$ cat config.mk
export PLATFORM = sky130hd
export DESIGN_NAME = seg7_scan_driver
export DESIGN_NICKNAME = d
export VERILOG_FILES = /design/src/rtl/seg7_scan_driver.sv
export SDC_FILE = /design/constraint.sdc
export NUM_CORES = 1
export LEC_CHECK = 0
export ABC_AREA = 1
export BUFFER_PORTS_ARGS = -buffer_cell sky130_fd_sc_hd__buf_2
export CELL_PAD_IN_SITES_DETAIL_PLACEMENT = 0
export CELL_PAD_IN_SITES_GLOBAL_PLACEMENT = 1
export CORE_ASPECT_RATIO = 1.75
export CORE_UTILIZATION = 42
export CTS_BUF_LIST = sky130_fd_sc_hd__clkbuf_16
export DETAILED_ROUTE_END_ITERATION = 8
export PLACE_DENSITY_LB_ADDON = 0.1
export SYNTH_ARGS = -nofsm -noshare
export SYNTH_HDL_FRONTEND = slang
export SYNTH_SLANG_ARGS = --single-unit
$ cat constraint.sdc
create_clock -name clk -period 3 [get_ports clk]
set_input_delay 0.3 -clock clk [delete_from_list [all_inputs] [get_ports clk]]
set_output_delay 0.3 -clock clk [all_outputs]
set_load 0.05 [all_outputs]
$ cat src/rtl/seg7_scan_driver.sv
// seg7_scan_driver: time-multiplexed seven-segment scan driver.
// Scans NUM_DIGITS digits one slot at a time, decodes each nibble to
// active-low segments, blanks the first part of every slot to suppress
// ghosting, and snapshots its inputs once per frame so a scan never tears.
module seg7_scan_driver #(
  parameter int NUM_DIGITS   = 8,
  parameter int DATA_WIDTH   = 32,
  parameter int SCAN_DIV     = 50000,
  parameter int BLANK_CYCLES = 500
) (
  input  logic                  clk,
  input  logic                  rst,
  input  logic [DATA_WIDTH-1:0] i_hex,
  input  logic [NUM_DIGITS-1:0] i_digit_en,
  input  logic [NUM_DIGITS-1:0] i_dp,
  output logic [6:0]            o_seg,
  output logic                  o_dp,
  output logic [NUM_DIGITS-1:0] o_an,
  output logic                  o_frame_start
);

  localparam int CW = $clog2(SCAN_DIV);
  localparam int IW = (NUM_DIGITS > 1) ? $clog2(NUM_DIGITS) : 1;

  typedef enum logic {
    PH_BLANK,
    PH_DRIVE
  } phase_e;

  logic [CW-1:0]         cnt;
  logic [IW-1:0]         idx;
  logic [DATA_WIDTH-1:0] shadow_hex;
  logic [NUM_DIGITS-1:0] shadow_en;
  logic [NUM_DIGITS-1:0] shadow_dp;

  logic                  slot_end;
  logic                  last_digit;
  logic                  frame_edge;
  phase_e                phase;
  logic [3:0]            nibble;
  logic [6:0]            seg_dec;
  logic [NUM_DIGITS-1:0] an_next;
  logic [6:0]            seg_next;
  logic                  dp_next;

  // Slot/frame position flags and the phase of the slot being emitted.
  // The first cycle of every slot is always blank so anodes never switch
  // directly from one digit to the next, even with BLANK_CYCLES = 0.
  always_comb begin
    slot_end   = (int'(cnt) == SCAN_DIV - 1);
    last_digit = (int'(idx) == NUM_DIGITS - 1);
    frame_edge = (cnt == '0) && (idx == '0);
    if ((cnt == '0) || (int'(cnt) < BLANK_CYCLES) || !shadow_en[idx]) begin
      phase = PH_BLANK;
    end else begin
      phase = PH_DRIVE;
    end
  end

  // Hex-to-segment decode, active-low, gfedcba.
  always_comb begin
    nibble = shadow_hex[{idx, 2'b00} +: 4];
    // NOTE: every combinational output gets a value on every path (here via
    // the default arm) so no latch is inferred.
    case (nibble)
      4'h0:    seg_dec = 7'h40;
      4'h1:    seg_dec = 7'h79;
      4'h2:    seg_dec = 7'h24;
      4'h3:    seg_dec = 7'h30;
      4'h4:    seg_dec = 7'h19;
      4'h5:    seg_dec = 7'h12;
      4'h6:    seg_dec = 7'h02;
      4'h7:    seg_dec = 7'h78;
      4'h8:    seg_dec = 7'h00;
      4'h9:    seg_dec = 7'h10;
      4'hA:    seg_dec = 7'h08;
      4'hB:    seg_dec = 7'h03;
      4'hC:    seg_dec = 7'h46;
      4'hD:    seg_dec = 7'h21;
      4'hE:    seg_dec = 7'h06;
      default: seg_dec = 7'h0E;
    endcase
  end

  // Next output values: all-off in BLANK, selected digit in DRIVE.
  always_comb begin
    an_next  = '1;
    seg_next = 7'h7F;
    dp_next  = 1'b1;
    if (phase == PH_DRIVE) begin
      an_next  = ~(NUM_DIGITS'(1) << idx);
      seg_next = seg_dec;
      dp_next  = ~shadow_dp[idx];
    end
  end

  // Slot counter and digit index.
  // NOTE: sequential state uses non-blocking assignments so every register
  // samples pre-edge values regardless of statement order.
  always_ff @(posedge clk or posedge rst) begin
    if (rst) begin
      cnt <= '0;
      idx <= '0;
    end else if (slot_end) begin
      cnt <= '0;
      idx <= last_digit ? '0 : idx + 1'b1;
    end else begin
      cnt <= cnt + 1'b1;
    end
  end

  // Once-per-frame input snapshot.
  always_ff @(posedge clk or posedge rst) begin
    if (rst) begin
      shadow_hex <= '0;
      shadow_en  <= '0;
      shadow_dp  <= '0;
    end else if (frame_edge) begin
      shadow_hex <= i_hex;
      shadow_en  <= i_digit_en;
      shadow_dp  <= i_dp;
    end
  end

  // Registered outputs; asynchronous reset forces the display dark at once.
  always_ff @(posedge clk or posedge rst) begin
    if (rst) begin
      o_an          <= '1;
      o_seg         <= 7'h7F;
      o_dp          <= 1'b1;
      o_frame_start <= 1'b0;
    end else begin
      o_an          <= an_next;
      o_seg         <= seg_next;
      o_dp          <= dp_next;
      o_frame_start <= frame_edge;
    end
  end

endmodule

==> results.ini, run 1 <==
[timing]
finalMaxSlewViolations=0
setup-tns-final_ps=0
timing.fmax_ghz=0.4601
hold_viol=0
period_minus_slack_ps=2174
skew_ps=9.280
finalSetupViolCount=0
rsz0062_at_grt=false
finalCritPeriodShare_pct=72.45
max-slew-margin-rel_pct=46.15
worst_pin_slew_ps=806.8

[route]
drt_pre_antenna_iters=4
via_per_inst=4.856
wl_mm=10.33
drcViolationCount=0
routedWlPerCell_microns=14.44
first_iter_violations=187
detail-route-antenna-nets=0
vias=3472

[global_route]
grt.overflow.total=0
grt_pass1_vias=3431
grt_pass1_wl_mm=17.11
track_usage_pct=21.66
antenna_found_initial=0
grt_max_degree=97

[worst_setup_path]
worstPathMaxFanout=96
critPathCaptureType=flop
critPathKind=flop to flop
timing.critical_path.to=shadow_hex[7]$_DFFE_PP0P_
r2r-start=idx[1]$_DFFE_PP0N_
rrSetupSlack_ps=830
start_kind=flop
r2r_end=shadow_hex[7]$_DFFE_PP0P_
required_ps=3260
cp.arrival_ps=2430
startpoint=idx[1]$_DFFE_PP0N_
reg2regPathDepth=7

[yosys]
syn_area_per_cell_sq_um=8.034
async_flop_share_pct=100.0
yosys-top-cells-count=136 x nand2_1, 78 x inv_1, 68 x dfrtp_1
synth_top_area_cell=dfrtp_1
synthTopCellsByArea=dfrtp_1 41%, nand2_1 12%, dfstp_2 10%
synth_cells=523
ys.flop_type=dfrtp_1
yosys.cell_types.count=25
ys_warn_count=0
mappedNetlistNets=586
ys_seq_area_share_pct=50.51
yosys_register_bits=84
yosysMostFrequentCell=nand2_1
syn_area_sq_mm=0.004202
synth_top_area_share_pct=40.50
synth_edf_count=0

[cells_and_area]
drive_gt1_share_pct=18.47
fin_area_sq_mm=0.004962
diodes=0
area.growth.synth_to_final_pct=18.11
utilization_pct=50.69
fin_nets=648

[outcome]
status=complete, no violations

[clock_network]
htreeDepth=3
cts.sinks=84
clk_path_buf_depth=2
cts_tree=built
post_cts_buffers=0
cts_resized=0
clk_latency_ps=330
clkSlewWorstSetupHoldPaths_ps=70
postCtsHoldBufs=0
cts_made_buffers=9
root_buffer=clkbuf_16

[floorplan]
placementRows=48
die_w_microns=77.61
core_sq_mm=0.009789
die_h_microns=134.3
io_pins=67
start_util_pct=42.92
die-area_sq_mm=0.01042

[run]
drv_cap=0

[placed_design]
dpl.hpwl_mm=7.326
io_buffers=66
place.gp.congestion=0.8798
dpl_cell_area_sq_mm=0.004621

[pwr]
vdd_drop_max_mv=0.3095
finalPower_mw=2.579
powerDensity_mw_per_mm2=519.8
power_leakage_nw=2.430

[worst_hold_path]
holdCritPathClass=primary input to asynchronous set/reset pin

==> cells in the final DEF (no fill, tap or decap) <==
cell type / synthesis / final
nand3_1: 64 / 64
buf_2: 11 / 66
nor4_4: 1 / 1
nand2_1: 136 / 136
ha_1: 13 / 13
or2_2: 1 / 1
nor3b_1: 1 / 1
nand2_2: 1 / 1
nor4_1: 2 / 2
nor3_1: 5 / 5
inv_2: 1 / 1
nor2_2: 2 / 2
clkinv_2: 0 / 1
clkinvlp_4: 0 / 3
inv_1: 78 / 78
bufinv_16: 0 / 3
buf_12: 0 / 2
dfrtp_1: 68 / 68
buf_4: 1 / 3
nor2_1: 26 / 26
clkbuf_16: 0 / 9
o21ai_1: 40 / 40
dfstp_2: 16 / 16
nand4_1: 5 / 5
a21oi_1: 14 / 14
o21ai_0: 23 / 23
xor2_1: 6 / 6
==> through the flow <==
step                hold slack [ps]  std cells  setup slack, ps
floorplan                     421.0        523            561.3
global placement              474.3        699            917.0
detailed placement            480.3        699            860.3
CTS                           124.9        715            819.7
global route                  152.8        715            643.7
finish                        93.20        715            826.4
==> critical path, cell delays in order (launching register included) <==
cell and delay [ps]:
dfrtp_1 370, inv_1 350, ha_1 280, nand2_1 120, nor4_4 340, buf_12 350
nand2_1 110, o21ai_1 100
==> flip-flops by register name, indices dropped and copies added, names as in the netlist <==
| name | cells |
|---|---|
| shadow_hex | 32 |
| cnt | 16 |
| o_an | 8 |
| shadow_dp | 8 |
| shadow_en | 8 |
| o_seg | 7 |
| idx | 3 |
| o_dp | 1 |
| o_frame_start | 1 |
==> how the worst min path moves through the flow <==
| stage | slack, ps | endpoint | start |
|---|---|---|---|
| final | 90 | shadow_hex[29]$_DFFE_PP0P_ | rst |
| after global routing | 150 | shadow_hex[29]$_DFFE_PP0P_ | rst |
| after CTS | 120 | shadow_hex[29]$_DFFE_PP0P_ | rst |
| after detailed placement | 480 | shadow_dp[3]$_DFFE_PP0P_ | rst |
| after global placement | 470 | cnt[0]$_DFF_PP0_ | cnt[0]$_DFF_PP0_ |
| after floorplan | 420 | shadow_dp[0]$_DFFE_PP0P_ | i_dp[0] |
==> cells by family after synthesis <==
logic type	after synthesis	synth area share [%]
AOI/OAI and AO/OA	77	9.172
DFF	84	50.51
buffers and inverters	99	10.18
xor gates and xnor gates	6	1.251
adders and majority gates	13	3.871
and+or+nand+nor	244	25.01
==> per-layer routing <==
| layer | wire [microns] | vias to the layer above | GRT usage (%) |
|---|---|---|---|
| li1 | - | 1788 | - |
| met1 | 4127 | 1611 | 24.12 |
| met2 | 5756 | 60 | 40.22 |
| met3 | 294 | 13 | 3.673 |
| met4 | 148 | 0 | 8.491 |
| met5 | 0 | - | 0 |
==> area by class of cell <==
class | instances | area (sq um)
multi-input combinational | 340 | 1652
sequential | 84 | 2122
tap | 125 | 156.4
inverter | 79 | 297.8
fill | 995 | 4827
clock inverter | 7 | 116.4
clock buffer | 9 | 225.2
timing repair buffer | 71 | 392.9
==> power by group <==
group | leakage (nW) | switching [mW] | internal (mW) | total, mW
clock | 0.159 | 0.451 | 0.810 | 1.26
sequential | 0.993 | 0.0103 | 1.17 | 1.18
combinational | 1.28 | 0.0856 | 0.0557 | 0.141
(Power assumes the default switching activity.)
==> run 2, diff against run 1 <==
==> constraint.sdc (replaced) <==
create_clock -name clk -period 2.07 [get_ports clk]
set_input_delay 0.207 -clock clk [delete_from_list [all_inputs] [get_ports clk]]
set_output_delay 0.207 -clock clk [all_outputs]
set_load 0.05 [all_outputs]
==> run 2 against run 1 <==
Effect of this change:
- the flow now finishes with violations (hold timing)
- sequential power grew 44%
- register-to-register slack lost 670 ps
- utilization up 0.73 points
- clock-buffer cell count stayed put
- sequential cell count is the same
- first-iteration DRC count fell by 16%
- final area up 1.4%
- sequential share of layout area fell by 0.61 points
- total power increased by 39%
- fmax grew 13%
- die area unchanged
- largest cell class unchanged
==> results.ini, run 2 (synthesis results as in run 1) <==
[worst_setup_path]
slowest_delay_ps=490  ; +120 ps
cp_slowest_cell=nor4_4
reg2regPathDepth=6  ; -1
critPathMostFrequentCell=nand2_1
critPathCaptureType=flop
worstPathMaxFanout=41  ; -57%
start_kind=flop
required_ps=2320  ; -940 ps
cp.arrival_ps=2170  ; -260 ps
critPathKind=flop to flop
path_cells=nor2_2 -> nand2_1 -> nor4_4 -> clkbuf_16 -> nand2_1 -> o21ai_0

[timing]
rsz0062_at_grt=false
finalCritPeriodShare_pct=92.55  ; +20 points
skew_ps=6.562  ; -2.717 ps
worst_pin_slew_ps=486.7  ; -320.1 ps
setup-tns-final_ps=0  ; unchanged
finalMaxSlewViolations=0  ; unchanged
finalSetupViolCount=0  ; unchanged
max-slew-margin-rel_pct=67.55  ; +21 points
period_minus_slack_ps=1916  ; -257.8 ps
timing.fmax_ghz=0.5220  ; +13%
hold_ws_ps=-54.32  ; -147.5 ps
hold_viol=17  ; +17

[floorplan]
start_util_pct=42.92  ; unchanged
placementRows=48  ; unchanged
die_h_microns=134.3  ; unchanged
die_w_microns=77.61  ; unchanged
core_sq_mm=0.009789  ; unchanged
io_pins=67  ; unchanged
die-area_sq_mm=0.01042  ; unchanged

[worst_hold_path]
holdCritPathClass=primary input to asynchronous set/reset pin

[global_route]
track_usage_pct=21.97  ; +0.31 points
grt_pass1_wl_mm=17.42  ; +1.9%
grt_max_degree=85  ; -12%
grt_pass1_vias=3640  ; +6.1%
antenna_found_initial=0  ; unchanged
grt.overflow.total=0  ; unchanged

[pwr]
p_int_mw=2.814  ; +38%
finalPower_mw=3.582  ; +39%
p_comb_share_pct=5.8  ; +0.3 points
seqPwrFrac_pct=47.6  ; +2.0 points
vdd_drop_max_mv=0.3909  ; +26%
p_sw_share_pct=21.45  ; +0.25 points
pwr-share-clk_pct=46.6  ; -2.3 points
p_switching_mw=0.7685  ; +40%
powerDensity_mw_per_mm2=711.6  ; +37%
power_leakage_nw=2.485  ; +2.3%

[route]
first_iter_violations=158  ; -16%
vias=3547  ; +2.2%
wl_mm=10.68  ; +3.4%
drcViolationCount=0  ; unchanged
detail-route-antenna-nets=0  ; unchanged
drt_pre_antenna_iters=4  ; unchanged
routedWlPerCell_microns=14.69  ; +1.7%
via_per_inst=4.879  ; +0.47%

[clock_network]
postCtsHoldBufs=0  ; unchanged
cts_tree=built
clk_latency_ps=330  ; about the same
cts_made_buffers=9  ; unchanged
htreeDepth=3  ; unchanged
clkSlewWorstSetupHoldPaths_ps=60  ; about the same
cts.sinks=84  ; unchanged
cts_resized=0  ; unchanged
root_buffer=clkbuf_16
clk_path_buf_depth=2  ; unchanged
post_cts_buffers=0  ; unchanged

[cells_and_area]
regArea_sq_mm=0.002122  ; unchanged
largest_reg_flops=32  ; unchanged
n_fill_cell=995  ; unchanged
drive_gt1_share_pct=19.93  ; +1.5 points
max_flop_register=shadow_hex
diodes=0  ; unchanged
multi_input_area_sq_mm=0.001652  ; unchanged
final_cell_mix=136 x nand2_1, 78 x inv_1, 68 x dfrtp_1
mostFrequentLayoutCell=nand2_1
fin_nets=660  ; +1.9%
area.growth.synth_to_final_pct=19.80
reg_top3=shadow_hex (32), cnt (16)

[placed_design]
place.gp.congestion=0.8880  ; +0.93%
io_buffers=66  ; unchanged
dpl.hpwl_mm=7.732  ; +5.5%

[outcome]
status=finished, violations left
violations=hold timing

[run]
drv_cap=0  ; unchanged

## run 2: final timing paths
path                                              end              start  slack, ps
min in group clk           shadow_hex[30]$_DFFE_PP0P_          i_hex[30]         80
max in group asynchronous          o_seg[2]$_DFF_PP1_                rst       1680
hold / removal             shadow_hex[16]$_DFFE_PP0P_                rst        -50
setup / recovery           shadow_hex[28]$_DFFE_PP0P_  cnt[12]$_DFF_PP0_        150
setup reg to reg           shadow_hex[28]$_DFFE_PP0P_  cnt[12]$_DFF_PP0_        150
hold reg to reg                      cnt[0]$_DFF_PP0_   cnt[0]$_DFF_PP0_        490
## run 2: layout make-up
| type | count | area share [%] |
|---|---|---|
| Clock buffer | 9 | 4.474 |
| Tap cell | 125 | 3.107 |
| Timing Repair Buffer | 83 | 9.843 |
| Inverter | 79 | 5.966 |
| Clock inverter | 7 | 1.641 |
| Multi-Input combinational cell | 340 | 32.81 |
| Sequential cell | 84 | 42.16 |
## run 2: per-layer routing
layer  vias to the layer above  wire, microns  global-route usage [%]
met1                      1666           4080                   23.03
li1                       1793              -                       -
met5                         -              0                       0
met3                        24            258                   3.265
met2                        64           5969                   41.69
met4                         0            368                   10.80
## run 2: metrics by stage
| step | std cells | instance area [sq um] | setup slack [ps] | util, % |
|---|---|---|---|---|
| 3_5_place_dp | 710 | 4706 | 95.48 | 48.07 |
| 2_1_floorplan | 523 | 4205 | 127.1 | - |
| 4_1_cts | 726 | 5014 | 77.13 | 51.21 |
| 5_1_grt | 727 | 5034 | 22.85 | 51.42 |
| 6_report | 727 | 5034 | 154.3 | 51.42 |
| 3_3_place_gp | 710 | 4706 | 157.2 | 48.07 |
## run 2: power groups by stage
| stage | Clock, mW | Sequential [mW] | Combinational (mW) |
|---|---|---|---|
| 2_1_floorplan | 0 | 1.73 | 0.120 |
| 3_3_place_gp | 0 | 1.73 | 0.210 |
| 3_5_place_dp | 0 | 1.73 | 0.210 |
| 4_1_cts | 1.72 | 1.70 | 0.211 |
| 5_1_grt | 1.77 | 1.71 | 0.241 |
| 6_report | 1.67 | 1.70 | 0.207 |
## run 2: worst max-delay path: cells and delay by family, from the launching register on
kind | cells | cell delay, ps
buffers and inverters | 1 | 320
AND/OR/NAND/NOR | 4 | 990
AO/OA/AOI/OAI | 1 | 80
flip-flops | 1 | 450
